**config.mk**
```make
export PLATFORM = sky130hd
export DESIGN_NAME = wb_bus_arbiter_flat
export DESIGN_NICKNAME = d
export VERILOG_FILES = /design/src/rtl/wb_arb_pkg.sv /design/src/rtl/wb_bus_arbiter_if.sv /design/src/rtl/wb_rr_pick.sv /design/src/rtl/wb_bus_arbiter.sv /design/src/flat_wrapper.sv
export SDC_FILE = /design/constraint.sdc
export NUM_CORES = 1
export LEC_CHECK = 0
export ABC_CLOCK_PERIOD_IN_PS = 1550
export BUFFER_PORTS_ARGS = -buffer_cell sky130_fd_sc_hd__buf_2
export CAP_MARGIN = 20
export CORE_AREA = 5 5 111 113
export DETAILED_ROUTE_END_ITERATION = 10
export DIE_AREA = 0 0 116 118
export GPL_TIMING_DRIVEN = 0
export PLACE_DENSITY = 0.52
export SLEW_MARGIN = 5
export SYNTH_ARGS = -nofsm -noshare
export SYNTH_HDL_FRONTEND = slang
export SYNTH_SLANG_ARGS = --single-unit
```
**constraint.sdc**
```tcl
create_clock -name wb_clk -period 1.55 [get_ports wb_clk]
set_input_delay 0.155 -clock wb_clk [delete_from_list [all_inputs] [get_ports wb_clk]]
set_output_delay 0.155 -clock wb_clk [all_outputs]
set_load 0.02 [all_outputs]
```
**src/rtl/wb_arb_pkg.sv**
```systemverilog
// Shared types for the round-robin Wishbone arbiter: FSM state encoding and
// watchdog counter sizing.
package wb_arb_pkg;

  typedef enum logic [1:0] {
    IDLE  = 2'd0,
    OWNED = 2'd1,
    ABORT = 2'd2
  } arb_state_t;

  // Watchdog counter width is $clog2(TIMEOUT+1); kept at least 1 bit so a
  // disabled watchdog (TIMEOUT=0) still yields a legal vector.
  function automatic int wdog_width(input int timeout);
    return (timeout < 1) ? 1 : $clog2(timeout + 1);
  endfunction

endpackage

```
**src/rtl/wb_bus_arbiter_if.sv**
```systemverilog
// Bundle of per-master request/response lanes and the shared slave-side bus.
// The arbiter binds the slave modport; requesters and the slave decode bind master.
interface wb_bus_arbiter_if #(
  parameter int N_MASTERS = 2,
  parameter int ADDR_W    = 32,
  parameter int DATA_W    = 32
);
  localparam int SEL_W = DATA_W / 8;

  // Handshake: a strobe is accepted in a cycle where cyc & stb are high and
  // stall is low; it completes in the cycle where ack or err is high. A master
  // holds cyc for its whole tenure and may issue several strobes within it.
  logic [N_MASTERS-1:0]        m_wb_cyc;
  logic [N_MASTERS-1:0]        m_wb_stb;
  logic [N_MASTERS-1:0]        m_wb_we;
  logic [N_MASTERS*ADDR_W-1:0] m_wb_adr;
  logic [N_MASTERS*DATA_W-1:0] m_wb_dat_o;
  logic [N_MASTERS*SEL_W-1:0]  m_wb_sel;
  logic [N_MASTERS-1:0]        m_wb_ack;
  logic [N_MASTERS-1:0]        m_wb_err;
  logic [N_MASTERS-1:0]        m_wb_stall;
  logic [DATA_W-1:0]           m_wb_dat_i;

  logic                        s_wb_cyc;
  logic                        s_wb_stb;
  logic                        s_wb_we;
  logic [ADDR_W-1:0]           s_wb_adr;
  logic [DATA_W-1:0]           s_wb_dat_o;
  logic [SEL_W-1:0]            s_wb_sel;
  logic                        s_wb_ack;
  logic                        s_wb_err;
  logic                        s_wb_stall;
  logic [DATA_W-1:0]           s_wb_dat_i;

  modport slave (
    input  m_wb_cyc, m_wb_stb, m_wb_we, m_wb_adr, m_wb_dat_o, m_wb_sel,
    output m_wb_ack, m_wb_err, m_wb_stall, m_wb_dat_i,
    output s_wb_cyc, s_wb_stb, s_wb_we, s_wb_adr, s_wb_dat_o, s_wb_sel,
    input  s_wb_ack, s_wb_err, s_wb_stall, s_wb_dat_i
  );

  modport master (
    output m_wb_cyc, m_wb_stb, m_wb_we, m_wb_adr, m_wb_dat_o, m_wb_sel,
    input  m_wb_ack, m_wb_err, m_wb_stall, m_wb_dat_i,
    input  s_wb_cyc, s_wb_stb, s_wb_we, s_wb_adr, s_wb_dat_o, s_wb_sel,
    output s_wb_ack, s_wb_err, s_wb_stall, s_wb_dat_i
  );

endinterface

```
**src/rtl/wb_rr_pick.sv**
```systemverilog
// Combinational round-robin picker: first requester found scanning from
// last+1 upward, wrapping modulo N.
module wb_rr_pick #(
  parameter int N     = 2,
  parameter int IDX_W = $clog2(N)
) (
  input  logic [N-1:0]     req,
  input  logic [IDX_W-1:0] last,
  output logic [N-1:0]     gnt,
  output logic [IDX_W-1:0] idx,
  output logic             valid
);

  always_comb begin
    int               sum;
    logic [IDX_W-1:0] cand;
    gnt   = '0;
    idx   = '0;
    valid = 1'b0;
    sum   = 0;
    cand  = '0;
    // k = N revisits 'last' itself, so the previous owner has lowest priority.
    for (int k = 1; k <= N; k++) begin
      sum = int'(last) + k;
      if (sum >= N) sum = sum - N;
      cand = IDX_W'(sum);
      if (!valid && req[cand]) begin
        valid     = 1'b1;
        gnt[cand] = 1'b1;
        idx       = cand;
      end
    end
  end

endmodule

```
**src/rtl/wb_bus_arbiter.sv**
```systemverilog
// Round-robin Wishbone arbiter: one owner per tenure, shared-bus mux,
// per-owner response routing and a watchdog that aborts unanswered strobes.
module wb_bus_arbiter
  import wb_arb_pkg::*;
#(
  parameter int N_MASTERS = 2,
  parameter int ADDR_W    = 32,
  parameter int DATA_W    = 32,
  parameter int TIMEOUT   = 255
) (
  input  logic                 wb_clk,
  input  logic                 wb_rst_n,
  wb_bus_arbiter_if.slave      bus,
  output logic [N_MASTERS-1:0] grant,
  output logic                 timeout_err,
  output arb_state_t           state_dbg
);

  localparam int SEL_W = DATA_W / 8;
  localparam int IDX_W = $clog2(N_MASTERS);
  localparam int CNT_W = wdog_width(TIMEOUT);
  localparam bit WDOG_ON = (TIMEOUT > 0);
  localparam logic [CNT_W-1:0] CNT_LAST = CNT_W'((TIMEOUT > 0) ? TIMEOUT - 1 : 0);

  arb_state_t           state_q, state_d;
  logic [N_MASTERS-1:0] grant_q, grant_d;
  logic [IDX_W-1:0]     last_q, last_d;
  logic [CNT_W-1:0]     cnt_q, cnt_d;
  logic                 fire;
  logic                 owner_cyc;
  logic                 stb_waiting;

  logic [N_MASTERS-1:0] pick_gnt;
  logic [IDX_W-1:0]     pick_idx;
  logic                 pick_valid;

  logic [ADDR_W-1:0] adr_a [N_MASTERS];
  logic [DATA_W-1:0] dat_a [N_MASTERS];
  logic [SEL_W-1:0]  sel_a [N_MASTERS];

  for (genvar i = 0; i < N_MASTERS; i++) begin : g_slice
    assign adr_a[i] = bus.m_wb_adr[i*ADDR_W +: ADDR_W];
    assign dat_a[i] = bus.m_wb_dat_o[i*DATA_W +: DATA_W];
    assign sel_a[i] = bus.m_wb_sel[i*SEL_W +: SEL_W];
  end

  wb_rr_pick #(.N(N_MASTERS), .IDX_W(IDX_W)) u_pick (
    .req   (bus.m_wb_cyc),
    .last  (last_q),
    .gnt   (pick_gnt),
    .idx   (pick_idx),
    .valid (pick_valid)
  );

  always_ff @(posedge wb_clk or negedge wb_rst_n) begin
    if (!wb_rst_n) begin
      state_q <= IDLE;
      grant_q <= '0;
      last_q  <= IDX_W'(N_MASTERS - 1);
      cnt_q   <= '0;
    end else begin
      state_q <= state_d;
      grant_q <= grant_d;
      last_q  <= last_d;
      cnt_q   <= cnt_d;
    end
  end

  // last_q doubles as the owner index while OWNED/ABORT.
  assign owner_cyc   = bus.m_wb_cyc[last_q];
  assign stb_waiting = bus.m_wb_stb[last_q] && !bus.s_wb_ack && !bus.s_wb_err;

  always_comb begin
    state_d        = state_q;
    grant_d        = grant_q;
    last_d         = last_q;
    cnt_d          = '0;
    fire           = 1'b0;
    bus.s_wb_cyc   = 1'b0;
    bus.s_wb_stb   = 1'b0;
    bus.s_wb_we    = 1'b0;
    bus.s_wb_adr   = '0;
    bus.s_wb_dat_o = '0;
    bus.s_wb_sel   = '0;
    bus.m_wb_ack   = '0;
    bus.m_wb_err   = '0;
    bus.m_wb_stall = '1;
    unique case (state_q)
      IDLE: begin
        if (pick_valid) begin
          state_d = OWNED;
          grant_d = pick_gnt;
          last_d  = pick_idx;
        end
      end
      OWNED: begin
        bus.s_wb_cyc   = owner_cyc;
        bus.s_wb_stb   = bus.m_wb_stb[last_q];
        bus.s_wb_we    = bus.m_wb_we[last_q];
        bus.s_wb_adr   = adr_a[last_q];
        bus.s_wb_dat_o = dat_a[last_q];
        bus.s_wb_sel   = sel_a[last_q];
        fire           = WDOG_ON && owner_cyc && stb_waiting && (cnt_q == CNT_LAST);
        bus.m_wb_ack[last_q]   = bus.s_wb_ack;
        bus.m_wb_err[last_q]   = bus.s_wb_err | fire;
        bus.m_wb_stall[last_q] = bus.s_wb_stall;
        if (!owner_cyc) begin
          state_d = IDLE;
          grant_d = '0;
        end else if (fire) begin
          state_d = ABORT;
        end else if (WDOG_ON && stb_waiting) begin
          cnt_d = cnt_q + 1'b1;
        end
      end
      ABORT: begin
        // Bus cyc/stb stay low so the hung slave sees the cycle end.
        bus.s_wb_we    = bus.m_wb_we[last_q];
        bus.s_wb_adr   = adr_a[last_q];
        bus.s_wb_dat_o = dat_a[last_q];
        bus.s_wb_sel   = sel_a[last_q];
        if (!owner_cyc) begin
          state_d = IDLE;
          grant_d = '0;
        end
      end
      default: begin
        state_d = IDLE;
        grant_d = '0;
      end
    endcase
  end

  assign bus.m_wb_dat_i = bus.s_wb_dat_i;
  assign grant          = grant_q;
  assign timeout_err    = fire;
  assign state_dbg      = state_q;

endmodule

```
**src/flat_wrapper.sv**
```systemverilog
// flat-port wrapper written by rule: the top's interface ports become plain ports
module wb_bus_arbiter_flat import wb_arb_pkg::*;
#(
  parameter int N_MASTERS = 2,
  parameter int ADDR_W    = 32,
  parameter int DATA_W    = 32,
  parameter int TIMEOUT   = 255
)
  (wb_clk, wb_rst_n, grant, timeout_err, state_dbg, bus_m_wb_cyc, bus_m_wb_stb, bus_m_wb_we, bus_m_wb_adr, bus_m_wb_dat_o, bus_m_wb_sel, bus_m_wb_ack, bus_m_wb_err, bus_m_wb_stall, bus_m_wb_dat_i, bus_s_wb_cyc, bus_s_wb_stb, bus_s_wb_we, bus_s_wb_adr, bus_s_wb_dat_o, bus_s_wb_sel, bus_s_wb_ack, bus_s_wb_err, bus_s_wb_stall, bus_s_wb_dat_i);
  wb_bus_arbiter_if #(.N_MASTERS(N_MASTERS), .ADDR_W(ADDR_W), .DATA_W(DATA_W)) bus_i ();
  input  logic wb_clk;
  input  logic wb_rst_n;
  output logic [N_MASTERS-1:0] grant;
  output logic timeout_err;
  output arb_state_t state_dbg;
  input wire logic [$bits(bus_i.m_wb_cyc)-1:0] bus_m_wb_cyc;
  input wire logic [$bits(bus_i.m_wb_stb)-1:0] bus_m_wb_stb;
  input wire logic [$bits(bus_i.m_wb_we)-1:0] bus_m_wb_we;
  input wire logic [$bits(bus_i.m_wb_adr)-1:0] bus_m_wb_adr;
  input wire logic [$bits(bus_i.m_wb_dat_o)-1:0] bus_m_wb_dat_o;
  input wire logic [$bits(bus_i.m_wb_sel)-1:0] bus_m_wb_sel;
  output wire logic [$bits(bus_i.m_wb_ack)-1:0] bus_m_wb_ack;
  output wire logic [$bits(bus_i.m_wb_err)-1:0] bus_m_wb_err;
  output wire logic [$bits(bus_i.m_wb_stall)-1:0] bus_m_wb_stall;
  output wire logic [$bits(bus_i.m_wb_dat_i)-1:0] bus_m_wb_dat_i;
  output wire logic [$bits(bus_i.s_wb_cyc)-1:0] bus_s_wb_cyc;
  output wire logic [$bits(bus_i.s_wb_stb)-1:0] bus_s_wb_stb;
  output wire logic [$bits(bus_i.s_wb_we)-1:0] bus_s_wb_we;
  output wire logic [$bits(bus_i.s_wb_adr)-1:0] bus_s_wb_adr;
  output wire logic [$bits(bus_i.s_wb_dat_o)-1:0] bus_s_wb_dat_o;
  output wire logic [$bits(bus_i.s_wb_sel)-1:0] bus_s_wb_sel;
  input wire logic [$bits(bus_i.s_wb_ack)-1:0] bus_s_wb_ack;
  input wire logic [$bits(bus_i.s_wb_err)-1:0] bus_s_wb_err;
  input wire logic [$bits(bus_i.s_wb_stall)-1:0] bus_s_wb_stall;
  input wire logic [$bits(bus_i.s_wb_dat_i)-1:0] bus_s_wb_dat_i;
  assign bus_i.m_wb_cyc = bus_m_wb_cyc;
  assign bus_i.m_wb_stb = bus_m_wb_stb;
  assign bus_i.m_wb_we = bus_m_wb_we;
  assign bus_i.m_wb_adr = bus_m_wb_adr;
  assign bus_i.m_wb_dat_o = bus_m_wb_dat_o;
  assign bus_i.m_wb_sel = bus_m_wb_sel;
  assign bus_m_wb_ack = bus_i.m_wb_ack;
  assign bus_m_wb_err = bus_i.m_wb_err;
  assign bus_m_wb_stall = bus_i.m_wb_stall;
  assign bus_m_wb_dat_i = bus_i.m_wb_dat_i;
  assign bus_s_wb_cyc = bus_i.s_wb_cyc;
  assign bus_s_wb_stb = bus_i.s_wb_stb;
  assign bus_s_wb_we = bus_i.s_wb_we;
  assign bus_s_wb_adr = bus_i.s_wb_adr;
  assign bus_s_wb_dat_o = bus_i.s_wb_dat_o;
  assign bus_s_wb_sel = bus_i.s_wb_sel;
  assign bus_i.s_wb_ack = bus_s_wb_ack;
  assign bus_i.s_wb_err = bus_s_wb_err;
  assign bus_i.s_wb_stall = bus_s_wb_stall;
  assign bus_i.s_wb_dat_i = bus_s_wb_dat_i;
  wb_bus_arbiter #(.N_MASTERS(N_MASTERS), .ADDR_W(ADDR_W), .DATA_W(DATA_W), .TIMEOUT(TIMEOUT)) u_core (.wb_clk(wb_clk), .wb_rst_n(wb_rst_n), .bus(bus_i), .grant(grant), .timeout_err(timeout_err), .state_dbg(state_dbg));
endmodule
```
Yosys cells after proc, flatten, opt, wreduce, memory -nomap -nowiden
Index checks and enable logic that the tools add are counted.
{"block": "totals", "register_bits": 13, "inputBits": 179, "output_inout_bits": 114, "word_cells": 102}
{"block": "classes", "n_addsub": 5, "n_lt_le_gt_ge": 9, "eq_ne": 7, "mux": 54, "bitwise": 7, "reduce_logical": 16}
{"operator": "$mux W32", "n": 8}
{"operator": "$mux W8", "n": 4}
{"operator": "$mux W1", "n": 23}
{"operator": "$mux W2", "n": 10}
{"operator": "$mux W4", "n": 4}
{"operator": "$add A8 B1 Y8 const B", "n": 1}
{"operator": "$eq A8 B8 Y1 const B", "n": 1}
{"operator": "$logic_and A1 B1 Y1", "n": 8}
{"operator": "$lt A1 B2 Y1 const B", "n": 3}
{"operator": "$pmux W2 S3", "n": 1}
{"operator": "$and A2 B2 Y2", "n": 2}
{"operator": "$ge A2 B2 Y1 const B", "n": 2}
{"operator": "$ne A2 B2 Y1 const B", "n": 2}
{"operator": "$or A2 B2 Y2", "n": 2}
{"operator": "$pmux W2 S2", "n": 1}
{"operator": "$reduce_and A2 Y1", "n": 2}
{"operator": "$add A1 B2 Y3 const B", "n": 1}
{"operator": "$demux W1 S1", "n": 3}
{"operator": "$ge A1 B1 Y1 const B", "n": 3}
{"operator": "$ge A3 B2 Y1 const B", "n": 1}
{"operator": "$logic_not A1 Y1", "n": 3}
{"operator": "$ne A3 B3 Y1 const B", "n": 1}
{"operator": "$reduce_and A3 Y1", "n": 1}
{"operator": "$add A1 B1 Y2 const B", "n": 1}
{"operator": "9 further kinds", "n": 10}

Logic depth before layout (Yosys ltp)
{"block": "depth", "word_depth": 12, "mapped_depth": 7, "depth_no_buf": 6}

Cells and area by module
From an unflattened synthesis, not the netlist that was laid out.
{"block": "hier_totals", "hier_cells": 271, "hier_area_um2": 2270.9}
{"mod": "wb_bus_arbiter", "instances": 1, "cells_each": 266, "area_each_um2": 2238.4, "seq_area_each_um2": 326.6}
{"mod": "wb_rr_pick", "instances": 1, "cells_each": 5, "area_each_um2": 32.5, "seq_area_each_um2": 0.0}

Worst setup path before layout
OpenSTA, ideal clock, no wires.
{"block": "synth_timing", "kind": "flip-flop to output port", "start": "register u_core.state_q[0] (netlist: u_core.state_dbg[0])", "end": "output bus_s_wb_adr[0]", "arrival_time_ns": 1.582, "t_required_ns": 1.395, "slack_ns": -0.187, "stages_incl_launch_ff": 6, "n_path_buf": 2, "path_cell_list": "dfrtp_1 inv_1 ha_1 buf_2 clkbuf_1 nor2b_1"}
{"block": "synth_via", "elab_chain_len": 3, "elab_cells_between_ends": 4, "classes_between": "2 x eq/ne; 1 x mux; 1 x reduce/logical"}
{"element": "from (decl)", "line": "wb_bus_arbiter.sv:25", "text": "arb_state_t state_q, state_d;"}
{"element": "from (signal assigned)", "line": "wb_bus_arbiter.sv:62", "text": "state_q <= state_d;"}
{"element": "$eq A2 B1 Y1 or $eq A2 B2 Y1 (tied branches)", "line": "wb_bus_arbiter.sv:88", "text": "unique case (state_q)"}
{"element": "$reduce_or A2 Y1 (no line) *"}
{"element": "$mux W32 *"}
{"element": "to (decl)", "line": "flat_wrapper.sv:29", "text": "output wire logic [$bits(bus_i.s_wb_adr)-1:0] bus_s_wb_adr;"}
Mark *: on every way between the ends. The rest lies on a longest branch, timed or not.

Worst setup path in the final report
{"block": "layout_timing", "start": "register u_core.last_q", "end": "output bus_m_wb_err[0]"}
{"block": "layout_via", "elab_chain_len": 9, "elab_cells_between_ends": 16, "classes_between": "2 x order compare; 7 x mux; 2 x bitwise; 5 x reduce/logical"}
{"element": "from (decl)", "line": "wb_bus_arbiter.sv:27", "text": "logic [IDX_W-1:0] last_q, last_d;"}
{"element": "from (signal assigned)", "line": "wb_bus_arbiter.sv:59", "text": "last_q <= IDX_W'(N_MASTERS - 1);"}
{"element": "from (signal assigned)", "line": "wb_bus_arbiter.sv:64", "text": "last_q <= last_d;"}
{"element": "$mux W1 (not written as such) (2 in series)", "line": "wb_bus_arbiter.sv:71", "text": "assign stb_waiting = bus.m_wb_stb[last_q] && !bus.s_wb_ack && !bus.s_wb_err;"}
{"element": "$logic_and A1 B1 Y1 (2 in series)", "line": "wb_bus_arbiter.sv:71"}
{"element": "$logic_and A1 B1 Y1 (2 in series)", "line": "wb_bus_arbiter.sv:103", "text": "fire = WDOG_ON && owner_cyc && stb_waiting && (cnt_q == CNT_LAST);"}
{"element": "$or A1 B1 Y1", "line": "wb_bus_arbiter.sv:105", "text": "bus.m_wb_err[last_q] = bus.s_wb_err | fire;"}
{"element": "$and A2 B2 Y2 (no line) *"}
{"element": "$mux W2 *", "line": "wb_bus_arbiter.sv:88"}
{"element": "to (decl)", "line": "flat_wrapper.sv:23", "text": "output wire logic [$bits(bus_i.m_wb_err)-1:0] bus_m_wb_err;"}
Mark *: on every way between the ends. The rest lies on a longest branch, timed or not. The select of a mux whose other input is x is not followed.

==> results.txt <==
The run finished, with violations left. The final reports fail on setup timing. The signal arrival time at the worst endpoint came out at 1.74 ns. The largest clock skew in the final design is 0.00132 ns.

Timing would allow up to approximately 0.53 GHz. The min-delay analysis places its worst path in the category input port to flop. The initial cell density of the core came out at between 20% and 30%. The power per cell area is 1720 nW/µm².

In this run the mean area of a mapped cell was 8.20 µm². The number of setup violations in the final report came out at 78. The clock latency reported for the late side of the worst-skew pair came out at about 0.24 ns. The top cell type by area accounts for 31.0% of the synthesized area.

The depth of the worst register-to-register path is 6. The worst register-to-register path ends at u_core.state_dbg[0]. The number of buffers added on ports is 260. Ranked by instance count, the synthesized netlist is headed by mux2i_1 (70), nor2b_1 (70), buf_4 (36). The worst ir drop on vdd is 1.12 mV. The xor/xnor cell area share of the yosys netlist came out at 2.32%.

The wire length reported by the detailed router came out at about 11000 µm. Timing analysis after detailed placement gives a worst setup slack of -0.323 ns. The count of pins on the block boundary came out at 293. The count of nets after finishing came out at 747.

The height of the die is 118 µm. The number of library cell types mapped by synthesis came out at 32. The post-route setup TNS came out at -18.76 ns. For the worst setup path, the data required time is 1.39 ns. The cell taking the most area after synthesis is mux2i_1. The via count of the first global-routing pass was 3297. The clock transition at the registers of the reported paths came out at 0.05 ns. The number of H-tree levels is 1. The die area came out at 13700 µm². The diode insertion count for antenna repair came out at 0. The worst setup path is launched from a flop. The largest net degree at the start of global routing came out at 14. The setup path with the least slack is of type flop to primary output. The number of synthesis warnings came out at 0. The first-pass iteration count of the detailed router came out at 4. The final worst slack came out at -0.349 ns. The adder and majority cell fraction of the synthesized area came out at 3.65%.

The first-pass GRT wire length came out at between 15000 and 20000 µm. The floorplan die width is 116 µm. The number of hold violations in the final report came out at 0. The path with the worst hold slack has its endpoint at u_core.last_q. The root cell of the clock tree is clkbuf_16. Using the TritonRoute via totals, the vias-per-cell ratio works out to about 4.2. Once detail routing completed, the nets flagged for antenna violations numbered 0. The max-slew violation count is 0. The number of core rows is 39. Summing the areas of all and, or, nand and nor instances in the mapped netlist gives 28.6% of the synthesized area.

CTS saw 13 sinks. The share of flip-flops with an asynchronous set or reset after synthesis came out at 100%. The global-route congestion overflow total is 0. The multiplexer fraction of the synthesized cell area is about a third. Setup repair after global routing could not meet its margin everywhere.

The net count after synthesis came out at 460. In this run the cell area of the synthesized design comes to 2260 µm². The cell depth of the worst hold path came out at 3. The synthesized-area fraction occupied by ao, oa, aoi and oai cells came out at 3.37%. The number of DRC violations after detailed-routing iteration 0 came out at 65. The largest family of logic cells by synthesized area is multiplexers. The area added between synthesis and finish is 142%.

After detailed routing, the average wire length per cell comes to roughly 16 µm. After layout, the minimum clock period comes to 1.90 ns. The portion of the clock cycle consumed by the worst path in the final layout came out at 122%. Synthesis inferred 13 register bits. Sequential elements use around 14% of the synthesized area. The detailed placer's ending HPWL came out at just over 9000 µm. The transition time at the pin with the least slew margin came out at 0.295 ns.

The worst-path maximum fanout came out at 7. The number of enable-type register cells in the synthesized netlist is 0. For this run, the total global-route usage over all layers was measured as 15.3%. The total power is around 9.4 mW.

Routability-driven placement finished with a final weighted congestion of about 0.8. The number of antenna violations at the first check in global routing is 0. The worst setup path is captured at a primary output. The TritonCTS clock tree is built. In the synthesized netlist, the number of instances is 276. In the final layout, the share of cells above drive strength 1 is between 80% and 90%. The static leakage is 2.67 nW. For this run, the leading register cell type out of synthesis is dfrtp_1. The detailed router placed 2977 vias in this run. The setup check on the worst reg-to-reg path leaves a slack of -0.12 ns. The startpoint identified for the worst register-to-register timing path is u_core.last_q. By area the synthesized netlist is led by mux2i_1 (31%), nor2b_1 (19%), dfrtp_1 (13%). The launch instance of the worst min-delay path is bus_m_wb_cyc[1]. The core area came out at 11200 µm². The count of unresolved DRC violations after routing is 0. The max-slew headroom at the worst pin is 80.3%. The number of violations of the max-capacitance limit is 0. The worst-case clock buffer depth came out at 2.

The total clock buffers created by CTS is 3.
-- timing repair --
action                     CTS  global route
hold endpoints to repair    12             0
hold buffers                 1             0
buffers inserted            16             4
pin swaps                    3             3
cloned                       4             1
resized for setup          173            79
setup endpoints to repair   89            90
-- power by group --
| part | leakage (nW) | internal, mW | switching, mW |
|---|---|---|---|
| clock | 0.0382 | 0.347 | 0.145 |
| sequential | 0.171 | 0.405 | 0.0381 |
| combinational | 2.46 | 4.64 | 3.85 |
| total | 2.67 | 5.39 | 4.03 |
-- critical path: stages (launching register included) --
cell,delay (ns)
dfstp_2,0.54
buf_12,0.13
mux2i_4,0.07
and4b_4,0.38
a21oi_4,0.07
nor3b_4,0.17
buf_6,0.14
-- per-stage QoR --
step / hold WS (ns) / util [%] / instances / area, µm²
5_1_grt: 0.251 / 48.8 / 705 / 5470
4_1_cts: 0.213 / 46.0 / 704 / 5170
3_5_place_dp: 0.0625 / 36.7 / 679 / 4120
3_3_place_gp: 0.0652 / 36.7 / 679 / 4120
2_1_floorplan: -0.141 / - / 276 / 2640
6_report: 0.220 / 48.8 / 705 / 5470
-- worst max path at each step --
| stage | end | slack, ns | cells past startpoint | startpoint |
|---|---|---|---|---|
| floorplan | bus_m_wb_err[0] | -0.01 | 5 | u_core.last_q |
| global placement | bus_s_wb_adr[1] | -0.31 | 6 | u_core.state_dbg[0] |
| detailed placement | bus_s_wb_adr[1] | -0.32 | 6 | u_core.state_dbg[0] |
| finish | bus_m_wb_err[0] | -0.35 | 6 | u_core.last_q |
| global route | bus_s_wb_dat_o[14] | -0.40 | 7 | u_core.last_q |
| CTS | bus_s_wb_dat_o[14] | -0.34 | 7 | u_core.last_q |
-- registers in the layout, summed over array words and instances, names as in the netlist --
register	flops
u_core.state_dbg	2
u_core.grant	2
u_core.last_q	1
u_core.cnt_q	8
-- cell families after synthesis --
group	Yosys count
AO/OA/AOI/OAI	11
XOR/XNOR	6
adder cells (fa/ha/maj)	7
buffers and inverters	58
flip-flops	13
multiplexers	71
AND/OR/NAND/NOR	110
-- layout make-up --
cell class / instances / area (µm²)
fillers: 1051 / 5750
multi-input cells: 205 / 2540
repair buffers: 283 / 1830
plain buffers: 48 / 478
flip-flops and latches: 13 / 329
well taps: 143 / 179
clock buffers: 4 / 78.8
inverters: 9 / 33.8
-- layer usage --
layer / GRT usage, % / part of all wire, % / routed length, µm
met1: 16.7 / 35 / 3950
met2: 29.8 / 56 / 6340
met3: 2.98 / 7.7 / 874
met4: 3.05 / 1.8 / 203
met5: 0 / 0 / 0
-- cells in the final DEF (no fill, tap or decap), types with 2 or more instances in the layout --
master,netlist,layout
o22ai_1,2,2
mux2i_1,70,14
clkbuf_4,0,2
buf_6,1,48
nand2_2,0,2
mux2i_4,0,38
xor2_1,3,3
nor2b_4,0,35
nor2b_2,0,34
and3_1,3,2
clkbuf_16,0,6
o21ai_0,2,2
mux2i_2,0,18
nor3_1,3,2
nor2_1,11,8
dfrtp_2,0,2
nor2_2,0,3
dfrtp_1,12,10
inv_1,8,5
buf_12,0,10
nand2_1,12,10
ha_1,5,3
xnor2_1,3,3
inv_2,1,4
buf_4,36,50
nand3_1,5,4
buf_2,5,216
No activity file was read; power rests on OpenSTA's default activity.
